## src/rtl/can_pkg.sv

```systemverilog
// rtl/can_pkg.sv - shared CAN receive-path types and constants
package can_pkg;

  typedef enum logic [1:0] {
    INTEGRATE,
    IDLE,
    RECEIVE
  } can_state_e;

  localparam int   CAN_STUFF_LEN = 5;
  localparam int   CAN_IDLE_BITS = 11;
  localparam logic CAN_RECESSIVE = 1'b1;

endpackage

```

## src/rtl/can_rx_sync.sv

```systemverilog
// rtl/can_rx_sync.sv - 2-flop synchroniser for the CAN RX pin with falling-edge detect
module can_rx_sync
  import can_pkg::*;
(
  input  logic clk,
  input  logic rst,
  input  logic rx_in,
  output logic rx_s,
  output logic rx_fall
);

  logic rx_meta;
  logic rx_q;

  // Flops come out of reset recessive so no false edge is seen on release.
  always_ff @(posedge clk) begin
    if (rst) begin
      rx_meta <= CAN_RECESSIVE;
      rx_s    <= CAN_RECESSIVE;
      rx_q    <= CAN_RECESSIVE;
    end else begin
      rx_meta <= rx_in;
      rx_s    <= rx_meta;
      rx_q    <= rx_s;
    end
  end

  assign rx_fall = rx_q & ~rx_s;

endmodule

```

## src/rtl/can_bit_destuff.sv

```systemverilog
// rtl/can_bit_destuff.sv - CAN RX sampling, hard-sync generation and stuff-bit removal
module can_bit_destuff
  import can_pkg::*;
#(
  parameter int IDLE_BITS = CAN_IDLE_BITS,
  parameter int STUFF_LEN = CAN_STUFF_LEN
) (
  input  logic clk,
  input  logic rst,
  input  logic rx_in,
  input  logic sample_point,
  input  logic stuff_en,
  output logic rx_sync_edge,
  output logic bit_valid,
  output logic bit_data,
  output logic sof,
  output logic stuff_err,
  output logic bus_idle
);

  localparam int REC_W = $clog2(IDLE_BITS + 1);
  localparam logic [REC_W-1:0] REC_MAX   = REC_W'(IDLE_BITS);
  localparam logic [2:0]       STUFF_MAX = 3'(STUFF_LEN);

  can_state_e       state;
  logic [REC_W-1:0] rec_cnt;
  logic [REC_W-1:0] rec_nxt;
  logic             rec_done;
  logic             run_bit;
  logic [2:0]       run_cnt;
  logic             rx_s;
  logic             rx_fall;

  can_rx_sync u_sync (
    .clk     (clk),
    .rst     (rst),
    .rx_in   (rx_in),
    .rx_s    (rx_s),
    .rx_fall (rx_fall)
  );

  always_comb begin
    rec_nxt = '0;
    if (rx_s) rec_nxt = (rec_cnt == REC_MAX) ? rec_cnt : rec_cnt + 1'b1;
    rec_done = sample_point && (rec_nxt == REC_MAX);
  end

  always_ff @(posedge clk) begin
    if (rst) begin
      state        <= INTEGRATE;
      rec_cnt      <= '0;
      run_bit      <= 1'b1;
      run_cnt      <= '0;
      rx_sync_edge <= 1'b0;
      bit_valid    <= 1'b0;
      bit_data     <= 1'b0;
      sof          <= 1'b0;
      stuff_err    <= 1'b0;
      bus_idle     <= 1'b0;
    end else begin
      rx_sync_edge <= 1'b0;
      bit_valid    <= 1'b0;
      sof          <= 1'b0;
      stuff_err    <= 1'b0;

      if (sample_point) rec_cnt <= rec_nxt;
      if (state == IDLE && rx_fall) rx_sync_edge <= 1'b1;

      case (state)
        INTEGRATE: begin
          if (rec_done) begin
            state    <= IDLE;
            bus_idle <= 1'b1;
          end
        end
        IDLE: begin
          if (sample_point && !rx_s) begin
            sof       <= 1'b1;
            bit_valid <= 1'b1;
            bit_data  <= 1'b0;
            run_bit   <= 1'b0;
            run_cnt   <= 3'd1;
            state     <= RECEIVE;
            bus_idle  <= 1'b0;
          end
        end
        RECEIVE: begin
          if (sample_point) begin
            if (rec_done) begin
              state    <= IDLE;
              bus_idle <= 1'b1;
            end
            // A complementary stuff bit is dropped but still opens the next run.
            if (stuff_en && run_cnt == STUFF_MAX) begin
              if (rx_s == run_bit) begin
                stuff_err <= 1'b1;
                state     <= INTEGRATE;
                bus_idle  <= 1'b0;
              end else begin
                run_bit <= rx_s;
                run_cnt <= 3'd1;
              end
            end else begin
              bit_valid <= 1'b1;
              bit_data  <= rx_s;
              if (rx_s == run_bit) begin
                if (run_cnt != STUFF_MAX) run_cnt <= run_cnt + 3'd1;
              end else begin
                run_bit <= rx_s;
                run_cnt <= 3'd1;
              end
            end
          end
        end
        default: begin
          state    <= INTEGRATE;
          bus_idle <= 1'b0;
        end
      endcase
    end
  end

endmodule

```

## config.mk

```make
export PLATFORM = sky130hd
export DESIGN_NAME = can_bit_destuff
export DESIGN_NICKNAME = d
export VERILOG_FILES = /design/src/rtl/can_pkg.sv /design/src/rtl/can_rx_sync.sv /design/src/rtl/can_bit_destuff.sv
export SDC_FILE = /design/constraint.sdc
export NUM_CORES = 1
export LEC_CHECK = 0
export CAP_MARGIN = 20
export CORE_ASPECT_RATIO = 0.75
export CORE_MARGIN = 4
export CORE_UTILIZATION = 40
export CTS_CLUSTER_DIAMETER = 40
export CTS_CLUSTER_SIZE = 8
export DETAILED_ROUTE_END_ITERATION = 7
export GPL_TIMING_DRIVEN = 1
export PLACE_DENSITY = 0.7
export SETUP_SLACK_MARGIN = 0.15
export SYNTH_ARGS = -nofsm -noshare
export SYNTH_HDL_FRONTEND = slang
export SYNTH_SLANG_ARGS = --single-unit
```

## constraint.sdc

```tcl
create_clock -name clk -period 1.63 [get_ports clk]
set_clock_uncertainty 0.1 [all_clocks]
set_input_delay 0.326 -clock clk [delete_from_list [all_inputs] [get_ports clk]]
set_output_delay 0.326 -clock clk [all_outputs]
set_load 0.01 [all_outputs]
```

== After elaboration in Yosys (flattened, before gate mapping) ==
Cells that the tools add are included.

* Bits in registers: 19
* Output and inout port bits: 6
* Word-level logic and storage cells: 80

* $add $sub $neg: 2
* Eq/ne operators: 13
* Muxes and demuxes: 33
* Bitwise operators: 6
* Reduce and logical (&&, ||, !) cells: 13

{| class="wikitable"
|+ Operators with widths
! cell !! count
|-
| 3-bit two-way mux || 6
|-
| 1-bit two-way mux || 14
|-
| 2-bit two-way mux || 5
|-
| 3-bit inequality test (second input constant) || 3
|-
| 4-bit equality test (second input constant) || 2
|-
| 4-bit two-way mux || 2
|-
| 4-bit AND reduction || 2
|-
| 2-bit inequality test (second input constant) || 3
|-
| 1-bit case mux with 2 select lines || 3
|-
| 2-bit case mux with 3 select lines || 1
|-
| 3-bit case mux with 2 select lines || 1
|-
| 1-bit inverter || 5
|-
| 5-bit AND reduction || 1
|-
| 4-bit by 1-bit adder with 4-bit output (second input constant) || 1
|-
| 1-bit logical AND || 4
|-
| 4-bit OR reduction || 1
|-
| 3-bit by 1-bit adder with 3-bit output (second input constant) || 1
|-
| 3-bit equality test (second input constant) || 1
|-
| 1-bit case mux with 3 select lines || 1
|-
| 2-bit by 1-bit equality test with 1-bit output (second input constant) || 1
|-
| 2-bit equality test (second input constant) || 1
|-
| 2-bit zero test || 1
|-
| 2-bit by 1-bit inequality test with 1-bit output (second input constant) || 1
|-
| 2-bit AND reduction || 1
|-
| 5 further kinds || 5
|}

== Depth between registers and ports, before layout ==
Gate-level depths: netlist of the first run.

* Word-level depth: 10
* Mapped depth: 6

== Cells and area by module ==
From an unflattened synthesis of the first run, not the netlist that was laid out.

* Cells, all modules: 106
* Area, all modules: 924.6 um^2

{| class="wikitable"
|+ Modules (own cells, without submodules)
! module !! instances !! cells each !! area each (um^2)
|-
| can_bit_destuff || 1 || 99 || 839.6
|-
| can_rx_sync || 1 || 7 || 85.1
|}

== Least setup slack after synthesis of the first run ==
No wires, ideal clock.

* Path type: register to register
* From: register state[0]
* To: register bus_idle
* Setup time: 95 ps
* Arrival time: 1475 ps
* Data required time: 1435 ps
* Path slack: -40 ps
* Stages on the path, launching flop included: 6
* Path buffers: 0
* Clock period less this slack: 1670 ps
* Cells stage by stage: dfxtp_1 -> inv_1 -> ha_1 -> a2111oi_2 -> nand4_1 -> a221oi_1

* Longest elaborated chain between the ends: 3

{| class="wikitable"
|+ RTL lines
! item !! RTL line !! RTL
|-
| start, declared || can_bit_destuff.sv:25 || <nowiki>can_state_e state;</nowiki>
|-
| start signal, assigned || can_bit_destuff.sv:50 || <nowiki>state <= INTEGRATE;</nowiki>
|-
| start signal, assigned || can_bit_destuff.sv:72 || <nowiki>state <= IDLE;</nowiki>
|-
| start signal, assigned || can_bit_destuff.sv:83 || <nowiki>state <= RECEIVE;</nowiki>
|-
| 2-bit by 1-bit equality test with 1-bit output / 2-bit equality test (equally long branches) || can_bit_destuff.sv:69 || <nowiki>case (state)</nowiki>
|-
| 2-bit by 1-bit inequality test with 1-bit output (no source line) / 2-bit inequality test (equally long branches) || -- ||
|-
| 2-bit AND reduction (no source line) || -- ||
|-
| end signal, assigned || can_bit_destuff.sv:73 || <nowiki>bus_idle <= 1'b1;</nowiki>
|-
| end signal, assigned || can_bit_destuff.sv:84 || <nowiki>bus_idle <= 1'b0;</nowiki>
|-
| end signal, assigned || can_bit_destuff.sv:91 || <nowiki>bus_idle <= 1'b1;</nowiki>
|-
| end, declared || can_bit_destuff.sv:18 || <nowiki>output logic bus_idle</nowiki>
|}

Parallel ways exist; a longest one is shown, timed or not.
A chain may end at the register's enable or synchronous reset.

== Worst setup path after layout of the first run ==
* From: input port sample_point
* To: register state[0]

* Longest elaborated chain between the ends: 6

{| class="wikitable"
|+ RTL lines
! item !! RTL line !! RTL
|-
| start, declared || can_bit_destuff.sv:11 || <nowiki>input logic sample_point,</nowiki>
|-
| 1-bit logical AND || can_bit_destuff.sv:45 || <nowiki>rec_done = sample_point && (rec_nxt == REC_MAX);</nowiki>
|-
| 2-bit two-way mux || -- ||
|-
| 2-bit two-way mux || can_bit_destuff.sv:95 || <nowiki>if (rx_s == run_bit) begin</nowiki>
|-
| 2-bit two-way mux || can_bit_destuff.sv:94 || <nowiki>if (stuff_en && run_cnt == STUFF_MAX) begin</nowiki>
|-
| 2-bit two-way mux || can_bit_destuff.sv:88 || <nowiki>if (sample_point) begin</nowiki>
|-
| 2-bit case mux with 3 select lines || can_bit_destuff.sv:69 ||
|-
| end signal, assigned || can_bit_destuff.sv:72 ||
|-
| end signal, assigned || can_bit_destuff.sv:90 || <nowiki>state <= IDLE;</nowiki>
|-
| end signal, assigned || can_bit_destuff.sv:97 || <nowiki>state <= INTEGRATE;</nowiki>
|}

Parallel ways exist; a longest one is shown, timed or not. The select of a mux whose other input is x is not followed.

==> qor.txt, run 1 <==
Core Region - 2310 um^2
Min cycle time layout - 1.69 ns
Asr flop ratio synth - 0%
CTS Buf Count - 3
Outcome - finished, violations left
Filler cells - 190
DPL Wire Length - 1.60 mm
WP data required - 1.75 ns
Vias in the first global route - 856
First-pass DRT Iterations - 4
Drt total wl - 2.37 mm
# diodes - 0
Sum Neg Setup Slack - -0.110 ns
Synth Area per Inst - 8.78 um^2
H-tree depth - 1
Worst r2r path cells - 5
CTS tree - yes
Max clock buf depth - 2
Total power - 0.800 mW
Initial Util - 42.2%
WL met3 - 127 um
Final Setup Violations - 2
Fin crit share - 104%
Sequential fraction of the synthesis area - 39.0%
Row count - 15
Post-synth top area share - 39.0%
Largest cells by area after synthesis - dfxtp_1 39%, ha_1 9.0%, mux2i_1 5.1%
DIE WIDTH - 65 um
Worst skew pair latency - 0.30 ns
Final Util - 60.9%
Unrepaired setup endpoints after global routing - yes
Area Growth Syn to Fin - 44.3%
Top-Level Pins - 11
M1 WL - 1.12 mm
DRC - 0
CTS root buffer - clkbuf_4
DRT antenna net count - 0
Peak Freq - 591 MHz
Top_reg_cell synth - dfxtp_1
Syn nets - 123
Cell taking the most area after synthesis - dfxtp_1
Largest fanout on the critical path - 3
DRT iter0 DRCs - 29
Net count, final - 152
Max_slew headroom - 81.3%
Vias/cell - 5.32
Drt wl/cell - 13.7 um
Max IR drop VDD - 0.397 mV
Cell area after synthesis - 975 um^2
Failing checks - negative setup slack
Slew of the pin with the lowest slew margin - 0.279 ns
Routability cong. - 0.840
Max Used Layer - met4
First-pass GRT wire length - 3.88 mm
Sink Count - 19
Critical Path Source Type - primary input
Leak - 0.572 nW
Initial antenna violation count - 0
PD cells - 569 nW/um^2
Synth cell types - 38
Gr ovfl total - 0
YS warnings - 0
Final WS setup - -0.0626 ns
Max cap viols - 0
CP Capture Type - flop
Layout cells sized above 1 - 36.7%
Total GRT Usage - 15.0%
Synth Register Bits - 19
Vias - 920
Hold Path Stages - 1
Die height - 50.8 um
Post-Syn Instances - 111
Crit Path Category - in -> reg
Reg clk slew, reported paths - 0.11 ns
Met2 routed WL - 1.10 mm
Port bufs - 10
Final Hold Viols - 0
Number of synthesized flops with an enable pin - 0
Largest net degree at the start of global routing - 14
Hold Path Class - reg -> reg
CP Data Arrival Time - 1.81 ns
Die area - 3300 um^2
Max Transition Viols Final - 0
## sequential cells by signal, indices dropped and copies added (netlist names)
name	flops
rec_cnt	4
stuff_err	1
sof	1
u_sync.rx_meta	1
u_sync.rx_q	1
bit_valid	1
bus_idle	1
u_sync.rx_s	1
run_cnt	3
bit_data	1
rx_sync_edge	1
state	2
run_bit	1
## cell usage in the layout (no fill, tap or decap), types with 2 or more instances in the layout
cell,n
inv_2,2
mux2i_2,2
nand3b_1,2
clkbuf_4,3
and4_1,2
or2_2,2
inv_4,2
clkdlybuf4s50_1,5
dfxtp_2,4
buf_4,15
buf_6,2
ha_1,3
o21ai_0,3
ha_4,4
dlygate4sd2_1,5
nor2_1,8
nand3_1,5
dfxtp_4,3
a21oi_1,5
nand2_1,11
dfxtp_1,12
nand4_1,2
o21ai_1,2
inv_1,5
mux2i_1,3
## synth_stat cells, types with 2 or more instances
master and n:
or2_2 2, nand3_1 5, mux2i_1 5, buf_2 2
nand2_1 11, inv_1 7, dfxtp_1 19, ha_1 7
nor3b_1 2, nand3b_1 2, a21oi_1 6, inv_2 2
o21ai_1 3, o21ai_0 3, and4_1 2, a221oi_1 2
nor2_1 9, nand4_1 2
## worst max-delay path: stages
cell             delay [ns]
clkdlybuf4s50_1        0.51
inv_1                  0.10
a2111oi_4              0.35
nand4_1                0.22
a221oi_1               0.31
## routing by layer
layer / GRT usage [%] / vias up
li1: - / 460
met5: 0 / -
met1: 19.1 / 434
met4: 2.11 / 0
met3: 4.25 / 3
met2: 25.8 / 23
## report_power, final
group / switching [mW] / internal, mW
sequential: 0.00753 / 0.467
clock: 0.152 / 0.0917
combinational: 0.0388 / 0.0425
## timing repair
| item | 4_1_cts | 5_1_grt |
|---|---|---|
| pin swaps | 7 | 6 |
| endpoints found under the setup margin | 13 | 9 |
| buffers inserted | 6 | 1 |
| resized for setup | 13 | 10 |
| hold buffers | 0 | 0 |
## path summary, 6_finish.rpt
path / slack, ns / endpoint / start
hold / removal: 0.32 / u_sync.rx_s$_SDFF_PP1_ / u_sync.rx_meta$_SDFF_PP1_
hold reg to reg: 0.32 / u_sync.rx_s$_SDFF_PP1_ / u_sync.rx_meta$_SDFF_PP1_
setup reg to reg: -0.06 / state[0]$_SDFFE_PP0P_ / rec_cnt[1]$_SDFFE_PP0P_
setup / recovery: -0.06 / state[0]$_SDFFE_PP0P_ / sample_point
## metrics by stage
| step | area (um^2) | cells | hold slack, ns | setup slack [ns] |
|---|---|---|---|---|
| after CTS | 1360 | 172 | 0.325 | -0.0385 |
| after detailed placement | 1260 | 162 | 0.298 | -0.363 |
| final | 1410 | 173 | 0.322 | -0.0626 |
| after global routing | 1410 | 173 | 0.350 | -0.128 |
| after global placement | 1260 | 162 | 0.295 | -0.288 |
| after floorplan | 1060 | 111 | 0.289 | 0.132 |
## logic make-up after synthesis
logic type / count (synthesis) / share of synthesized area [%]
compound gates: 25 / 18.0
buf+inv: 12 / 4.88
xor+xnor: 1 / 1.67
flops: 19 / 39.0
fa+ha+maj: 7 / 8.99
mux: 5 / 5.13
simple gates: 42 / 22.3
## final cells by class
class | count | area, um^2 | share of cell area [%]
clock buffer | 3 | 22.5 | 1.60
clock inverter | 1 | 5.00 | 0.356
inverter | 9 | 38.8 | 2.76
multi-input combinational | 80 | 672 | 47.8
sequential | 19 | 397 | 28.2
tap | 34 | 42.5 | 3.02
timing repair buffer | 27 | 229 | 16.3
No activity file was read; power rests on OpenSTA's default activity.
==> inputs of run 2 (changes only) <==
Settings changed: CORE_UTILIZATION 40 to 48, GPL_ROUTABILITY_DRIVEN from default to 0, PLACE_DENSITY 0.7 to 0.81.
==> run 2 against run 1 <==
  * The flow still finishes with violations (negative setup slack)
  * Sequential power hardly changed
  * Routed wire length is 5.7% higher
  * Critical path depth stayed put
  * Die area is 14% lower
  * Global-route usage is 5.6 points higher
  * Critical path type is now reg -> reg
==> qor.txt, run 2 (synthesized netlist as in run 1, its figures left out) <==
Critical Path Source Type - flop
Worst r2r path cells - 5
Largest regs - rec_cnt x4, run_cnt x3, state x2
DRC - 0
Unrepaired setup endpoints after global routing - yes
Top reg by flops - rec_cnt
Sink Count - 19
Internal power - 0.612 mW
Area Growth Syn to Fin - 49.2%
Final Setup Violations - 4
Vias in the first global route - 954
CTS Buf Count - 3
Largest net degree at the start of global routing - 14
Worst skew pair latency - 0.31 ns
Sum Neg Setup Slack - -0.185 ns
Hold Path Class - reg -> reg
DRT antenna net count - 0
Switch Pwr - 0.202 mW
Failing checks - negative setup slack
Critical path origin - rec_cnt[1]$_SDFFE_PP0P_
Max_slew headroom - 76.1%
Total GRT Usage - 20.6%
Drt wl/cell - 15.1 um
Row count - 13
H-tree depth - 1
Outcome - finished, violations left
DIE WIDTH - 60.0 um
Worst reg2reg endpoint - state[0]$_SDFFE_PP0P_
Sequential power share - 58.4%
First-pass DRT Iterations - 4
CTS root buffer - clkbuf_4
Core Region - 1820 um^2
Hold Crit Start - u_sync.rx_meta$_SDFF_PP1_
Hold Buf Count CTS - 0
Sw Share - 24.9%
Top-Level Pins - 11
Max clock buf depth - 2
Reg clk slew, reported paths - 0.11 ns
Net count, final - 157
Vias - 946
Most common cell after layout, fill and taps aside - buf_4
Final Hold Viols - 0
Max cap viols - 0
CP Capture Type - flop
Largest fanout on the critical path - 3
Die area - 2820 um^2
Drt total wl - 2.50 mm
Max reg flops - 4
Leak - 0.607 nW
Max IR drop VDD - 0.763 mV
Worst setup path endpoint - state[0]$_SDFFE_PP0P_
# diodes - 0
First-pass GRT wire length - 4.22 mm
CTS tree - yes
Max Transition Viols Final - 0
Slew of the pin with the lowest slew margin - 0.357 ns
Die height - 47.0 um
Non-Filler Instances - 166
Fin crit share - 106%
DRT iter0 DRCs - 20
Final WS setup - -0.0943 ns
Part of the power in the clock network - 29.7%
DPL Wire Length - 1.62 mm
Gr ovfl total - 0
Min cycle time layout - 1.72 ns
PD cells - 560 nW/um^2
Most frequent cells in the layout - 19 x buf_4, 13 x dfxtp_1, 11 x nand2_1, 8 x nor2_1, 6 x dlygate4sd2_1
Layout cells sized above 1 - 41.0%
Initial antenna violation count - 0
Port bufs - 10
Comb pwr share - 11.9%
R2r setup slk - -0.09 ns
Initial Util - 53.5%
Vias/cell - 5.70
Worst r2r src - rec_cnt[1]$_SDFFE_PP0P_
# placed instances - 150
Crit Path Category - reg -> reg
CP Data Arrival Time - 1.84 ns
WP data required - 1.75 ns
Peak Freq - 580 MHz
## run 2: cell types whose count changed in the layout (fill, tap and decap cells not counted), sizes merged
cell and change:
dlygate4sd2 +1, dlymetal6s2s +1, clkdlybuf4s50 -2, buf +5
## run 2: final cells by class
class	instances	area [um^2]
multi-input cells	80	691
flip-flops and latches	19	395
fillers	119	368
repair buffers	32	272
inverters	9	41.3
well taps	22	27.5
clock buffers	3	22.5
clock inverters	1	5.00
## run 2: stage by stage
step | utilization [%] | hold WS (ns) | total power [mW] | cell area, um^2 | setup slack [ns]
2_1_floorplan | - | 0.289 | 0.523 | 1060 | 0.132
3_3_place_gp | 68.5 | 0.294 | 0.553 | 1250 | -0.281
3_5_place_dp | 68.5 | 0.298 | 0.556 | 1250 | -0.308
4_1_cts | 74.6 | 0.326 | 0.804 | 1360 | -0.000634
5_1_grt | 79.8 | 0.343 | 0.852 | 1450 | -0.190
6_report | 79.8 | 0.321 | 0.814 | 1450 | -0.0943
## run 2: how the worst min path moves through the flow
stage	to	slack, ns	cells after the start
3_3_place_gp	u_sync.rx_s$_SDFF_PP1_	0.29	1
6_report	u_sync.rx_s$_SDFF_PP1_	0.32	1
2_1_floorplan	u_sync.rx_s$_SDFF_PP1_	0.29	1
5_1_grt	u_sync.rx_s$_SDFF_PP1_	0.34	1
4_1_cts	u_sync.rx_s$_SDFF_PP1_	0.33	1
3_5_place_dp	u_sync.rx_s$_SDFF_PP1_	0.30	1
## run 2: power by group through the flow
stage	sequential, mW	combinational [mW]	clock [mW]
2_1_floorplan	0.484	0.0393	0
3_3_place_gp	0.487	0.0663	0
3_5_place_dp	0.487	0.0693	0
4_1_cts	0.475	0.0771	0.252
5_1_grt	0.477	0.105	0.270
6_report	0.475	0.0968	0.242
## run 2: repair_timing
item,in CTS,in global routing
setup endpoints to repair,13,9
pin swaps,8,6
hold endpoints to repair,0,0
resized for setup,11,20
setup buffers,9,3
## run 2: worst max-delay path, cell delays in order (launching register included)
cell      delay, ns
dfxtp_4        0.38
ha_4           0.15
and3b_2        0.23
mux2i_2        0.25
nand4_1        0.22
a221oi_1       0.31
## run 2: metal layers
layer / GRT usage, % / vias up / wire, um
li1: - / 467 / -
met1: 23.1 / 455 / 1180
met2: 37.1 / 20 / 1190
met3: 5.77 / 4 / 101
met4: 8.85 / 0 / 23
met5: 0 / - / 0
